### config.mk
export PLATFORM = sky130hd
export DESIGN_NAME = bin_to_bcd_seq
export DESIGN_NICKNAME = d
export VERILOG_FILES = /design/src/rtl/bin_to_bcd_seq.sv
export SDC_FILE = /design/constraint.sdc
export NUM_CORES = 1
export LEC_CHECK = 0
export CAP_MARGIN = 5
export CORE_MARGIN = 8
export CORE_UTILIZATION = 30
export CTS_BUF_LIST = sky130_fd_sc_hd__clkbuf_4
export DETAILED_ROUTE_END_ITERATION = 12
export GPL_TIMING_DRIVEN = 0
export HOLD_SLACK_MARGIN = 0.08
export PLACE_DENSITY = 0.51
export SLEW_MARGIN = 5
export SYNTH_ARGS = -nofsm -noshare
export SYNTH_HDL_FRONTEND = slang
export SYNTH_SLANG_ARGS = --single-unit
### constraint.sdc
create_clock -name clk -period 1.8 [get_ports clk]
set_clock_uncertainty 0.05 [all_clocks]
set_input_delay 0.54 -clock clk [delete_from_list [all_inputs] [get_ports clk]]
set_output_delay 0.54 -clock clk [all_outputs]
set_load 0.01 [all_outputs]
### src/rtl/bin_to_bcd_seq.sv
// Sequential double-dabble binary-to-BCD converter with LCD-ready ASCII output.
// Results are registered once per conversion and held frozen until the next one completes.
module bin_to_bcd_seq #(
  parameter int BIN_WIDTH  = 16,
  parameter int NUM_DIGITS = 5,
  parameter bit BLANK_LZ   = 1'b1
) (
  input  logic                    clk,
  input  logic                    reset,
  input  logic                    start_i,
  input  logic [BIN_WIDTH-1:0]    value_i,
  output logic                    busy_o,
  output logic                    done_o,
  output logic                    ready_o,
  output logic [4*NUM_DIGITS-1:0] bcd_o,
  output logic [8*NUM_DIGITS-1:0] ascii_o,
  output logic [1:0]              state_o
);

  localparam int BCD_W = 4 * NUM_DIGITS;
  localparam int SH_W  = BCD_W + BIN_WIDTH;
  localparam int CNT_W = $clog2(BIN_WIDTH + 1);
  localparam logic [CNT_W-1:0] LAST_CNT = CNT_W'(BIN_WIDTH - 1);

  typedef enum logic [1:0] {
    S_IDLE  = 2'd0,
    S_ADD   = 2'd1,
    S_SHIFT = 2'd2,
    S_DONE  = 2'd3
  } state_t;

  state_t                  r_state;
  logic [SH_W-1:0]         r_shreg;
  logic [CNT_W-1:0]        r_bit_cnt;
  logic                    r_done;
  logic                    r_ready;
  logic [BCD_W-1:0]        r_bcd;
  logic [8*NUM_DIGITS-1:0] r_ascii;

  logic [BCD_W-1:0]        w_bcd_field;
  logic [SH_W-1:0]         w_added;
  logic [8*NUM_DIGITS-1:0] w_ascii;

  // Every nibble >= 5 gets +3; the result never exceeds 12, so no carry crosses nibbles.
  function automatic logic [BCD_W-1:0] add3(input logic [BCD_W-1:0] b);
    logic [BCD_W-1:0] r;
    r = b;
    for (int i = 0; i < NUM_DIGITS; i++) begin
      if (b[4*i +: 4] >= 4'd5) r[4*i +: 4] = b[4*i +: 4] + 4'd3;
    end
    return r;
  endfunction

  // Leading zeros blank to space while scanning from the MS digit; the units digit always shows.
  function automatic logic [8*NUM_DIGITS-1:0] to_ascii(input logic [BCD_W-1:0] b);
    logic [8*NUM_DIGITS-1:0] a;
    logic                    lead;
    a    = '0;
    lead = BLANK_LZ;
    for (int i = NUM_DIGITS - 1; i >= 0; i--) begin
      if (i != 0 && lead && b[4*i +: 4] == 4'd0) begin
        a[8*i +: 8] = 8'h20;
      end else begin
        lead        = 1'b0;
        a[8*i +: 8] = {4'h3, b[4*i +: 4]};
      end
    end
    return a;
  endfunction

  assign w_bcd_field = r_shreg[SH_W-1 -: BCD_W];
  assign w_added     = {add3(w_bcd_field), r_shreg[BIN_WIDTH-1:0]};
  assign w_ascii     = to_ascii(w_bcd_field);

  always_ff @(posedge clk) begin
    if (!reset) begin
      r_state   <= S_IDLE;
      r_shreg   <= '0;
      r_bit_cnt <= '0;
      r_done    <= 1'b0;
      r_ready   <= 1'b0;
      r_bcd     <= '0;
      r_ascii   <= to_ascii(BCD_W'(0));
    end else begin
      r_done <= 1'b0;
      case (r_state)
        S_IDLE: begin
          if (start_i) begin
            r_shreg   <= {{BCD_W{1'b0}}, value_i};
            r_bit_cnt <= '0;
            r_state   <= S_ADD;
          end
        end
        S_ADD: begin
          r_shreg <= w_added;
          r_state <= S_SHIFT;
        end
        S_SHIFT: begin
          r_shreg   <= r_shreg << 1;
          r_bit_cnt <= r_bit_cnt + 1'b1;
          r_state   <= (r_bit_cnt == LAST_CNT) ? S_DONE : S_ADD;
        end
        S_DONE: begin
          r_bcd   <= w_bcd_field;
          r_ascii <= w_ascii;
          r_done  <= 1'b1;
          r_ready <= 1'b1;
          r_state <= S_IDLE;
        end
        default: r_state <= S_IDLE;
      endcase
    end
  end

  assign busy_o  = (r_state != S_IDLE);
  assign done_o  = r_done;
  assign ready_o = r_ready;
  assign bcd_o   = r_bcd;
  assign ascii_o = r_ascii;
  assign state_o = r_state;

endmodule

==> flow_summary.yaml <==
power_and_ir_drop:
  power.leakage_nw: 2.493
  power_mw: 4.750
  vdd_drop_max_mv: 0.3436
  pwr_density_cell_mw_per_mm2: 804.7
critical_path:
  path_delay_family: "simple AND/OR/NAND/NOR gates"
  slowest_delay_ns: 0.40
  crit_path_end_kind: "flop"
  cp.buffers_inverters: 1
  rrSetupSlack_ns: -0.03
  crit_type: "reg2reg"
  start_kind: "flop"
  required_ns: 2.13
  crit_path_max_fanout: 3
  cp_slowest_cell: "or3b_4"
  path_cells: "inv_2 > ha_4 > or3b_4 > nor4_4 > nor2b_1 > a22o_1"
  cp.arrival_ns: 2.16
drt:
  wl_um: 12570
  num_vias: 3828
  first_pass_iters: 4
  avgRoutedWirePerCell_um: 15.77
  drc: 0
  vias_per_cell: 4.803
  drt-initial-drc-count: 173
  ant_nets: 0
timing:
  rsz0062_at_grt: "yes"
  setup_ws_ns: -0.02539
  worst_slew_pin_slew_ns: 0.5446
  finalHoldViolCount: 0
  tns_ns: -0.06590
  period_minus_slack_ns: 1.825
  final_max_slew_viol_count: 0
  finalSetupViolCount: 3
  slew_headroom: 0.6369
  fmax_mhz: 547.8
  min_period_over_period: 1.014
finish:
  fin_util: 0.4124
  fin_cells: 797
  final_nets: 645
  drive_gt1_frac: 0.2365
  area_delta_synth_final_pct: 36.16
  antennaDiodeCount: 0
die:
  core_mm2: 0.01431
  die_x_um: 136.2
  rows: 44
  initial_core_util: 0.3029
  die-area_mm2: 0.01855
  die_height_um: 136.2
  pin_count: 84
cts:
  cts_buffer_depth: 2
  cts_sinks: 85
  cts_inserted_buffers: 9
  cts.reportedPaths.clkPinSlew_ns: 0.14
  cts_root_buf: "clkbuf_4"
  cts_max_level: 3
  cts_tree: "built"
  clk_latency_ns: 0.47
placed_design:
  place.gp.congestion: 0.8232
  port_buffers: 67
  hpwl_um: 8785
  placedCellCount: 757
status:
  violations: "negative setup slack"
  outcome: "complete, but fails checks"
logic_synthesis:
  ys_types: 44
  synthCells: 492
  ys.flop_type: "dfxtp_1"
  async_reset_ff_frac: 0
  netlist_area_mm2: 0.004335
  synth_area_per_cell_um2: 8.812
  ys_seq_area_frac: 0.3925
  yosysWarnings: 0
  synth_edf_count: 0
  ys_ff_latch: 85
global_routing:
  grt_usage: 0.1366
  gr-total-overflow: 0
  antenna_found_initial: 0
  grt_pass1_vias: 3769
  grt_max_degree: 14
  grt_pass1_wl_um: 19890
worst_hold_path:
  hold_path.class: "reg2reg"
flow_run:
  drv_cap: 0
==> cells in the final DEF (no fill, tap or decap), types with 4 or more instances in the layout <==
| master | instances |
|---|---|
| dfxtp_1 | 71 |
| buf_4 | 47 |
| nand2b_1 | 47 |
| dlygate4sd2_1 | 41 |
| nand3_1 | 36 |
| a21boi_0 | 33 |
| o21ai_0 | 31 |
| nand2_1 | 31 |
| o211a_1 | 18 |
| clkdlybuf4s50_1 | 18 |
| conb_1 | 16 |
| inv_1 | 14 |
| clkbuf_4 | 14 |
| clkbuf_2 | 12 |
| buf_6 | 12 |
| nor2b_1 | 11 |
| and2_1 | 10 |
| nand4b_1 | 9 |
| ha_1 | 9 |
| a22oi_1 | 8 |
| clkbuf_1 | 7 |
| xnor2_1 | 7 |
| ha_4 | 7 |
| dfxtp_2 | 7 |
| dfxtp_4 | 7 |
| mux2i_1 | 6 |
| inv_4 | 5 |
| o211ai_1 | 5 |
| o31ai_1 | 5 |
| o22ai_1 | 5 |
| a32oi_1 | 4 |
| o41ai_1 | 4 |
| or3b_4 | 4 |
==> metrics by stage <==
stage          instance area (um^2)  worst slack [ns]  hold WS (ns)
2_1_floorplan                  4393          0.009547        0.4058
3_3_place_gp                   5294           -0.7441        0.3940
3_5_place_dp                   5294           -0.7247        0.4066
4_1_cts                        5680           -0.2353        0.4321
5_1_grt                        5903          -0.08841        0.4581
6_report                       5903          -0.02539        0.4221
==> sequential cells by signal, indices dropped and copies added (netlist names) <==
| name | cells |
|---|---|
| ready_o | 1 |
| r_bit_cnt | 5 |
| state_o | 2 |
| bcd_o | 20 |
| ascii_o | 20 |
| done_o | 1 |
| r_shreg | 36 |
==> path summary, 6_finish.rpt <==
path	from	end	depth (start not counted)
max	r_shreg[33]	ascii_o[9]	6
min reg2reg	ready_o	ready_o	1
min	ready_o	ready_o	1
max reg2reg	r_shreg[33]	ascii_o[9]	6
==> metal layers <==
| layer | up-vias | share of wire | GRT usage |
|---|---|---|---|
| met3 | 14 | 0.058 | 0.03400 |
| met5 | - | 0 | 0 |
| met1 | 1806 | 0.47 | 0.1724 |
| li1 | 1918 | - | - |
| met2 | 90 | 0.46 | 0.2157 |
| met4 | 0 | 0.017 | 0.06040 |
==> where the power goes <==
| group | internal, mW | total (mW) | switching (mW) |
|---|---|---|---|
| sequential | 1.99 | 2.06 | 0.0721 |
| combinational | 0.667 | 1.45 | 0.786 |
| clock | 0.544 | 1.24 | 0.695 |
| total | 3.20 | 4.75 | 1.55 |
==> Yosys cell counts, drive strengths merged, types with 5 or more instances <==
cell type | instances | area [um^2]
ha | 17 | 212.7
o41ai | 5 | 43.79
nor2b | 11 | 68.82
dfxtp | 85 | 1702
nand3 | 37 | 185.2
o22ai | 6 | 37.54
a21boi | 34 | 255.2
clkbuf | 28 | 105.1
mux2i | 7 | 70.07
a22oi | 8 | 60.06
o31ai | 5 | 37.54
buf | 27 | 190.2
xnor2 | 7 | 61.31
a21oi | 6 | 30.03
nor2 | 6 | 25.03
nand4b | 9 | 78.83
and2 | 10 | 62.56
nand2b | 49 | 306.5
o211ai | 5 | 37.54
nand2 | 32 | 120.1
inv | 21 | 78.83
o21ai | 31 | 155.2
o211a | 18 | 180.2
==> logic make-up after synthesis <==
group / count (synthesis) / share of synthesized area
buffers and inverters: 76 / 0.08629
AOI/OAI and AO/OA: 132 / 0.2205
adders and majority gates: 17 / 0.04906
and+or+nand+nor: 166 / 0.2196
DFF: 85 / 0.3925
muxes: 7 / 0.01616
xor gates and xnor gates: 7 / 0.01414
other: 2 / 0.001732
==> cell type report <==
cell class	instances	area, um^2
inverter	21	91.34
buffer	52	339.1
sequential	85	1737
multi-input combinational	345	2519
tap	184	230.2
timing repair buffer	95	840.8
clock inverter	6	78.83
clock buffer	9	67.56
fill	1467	8411
==> timing repair <==
action | 4_1_cts | 5_1_grt
setup endpoints to repair | 124 | 66
hold buffers | 0 | 0
gates cloned | 0 | 0
pin swaps | 8 | 10
gates resized for setup | 134 | 67
buffers inserted | 17 | 15
No activity file was read; power rests on OpenSTA's default activity.
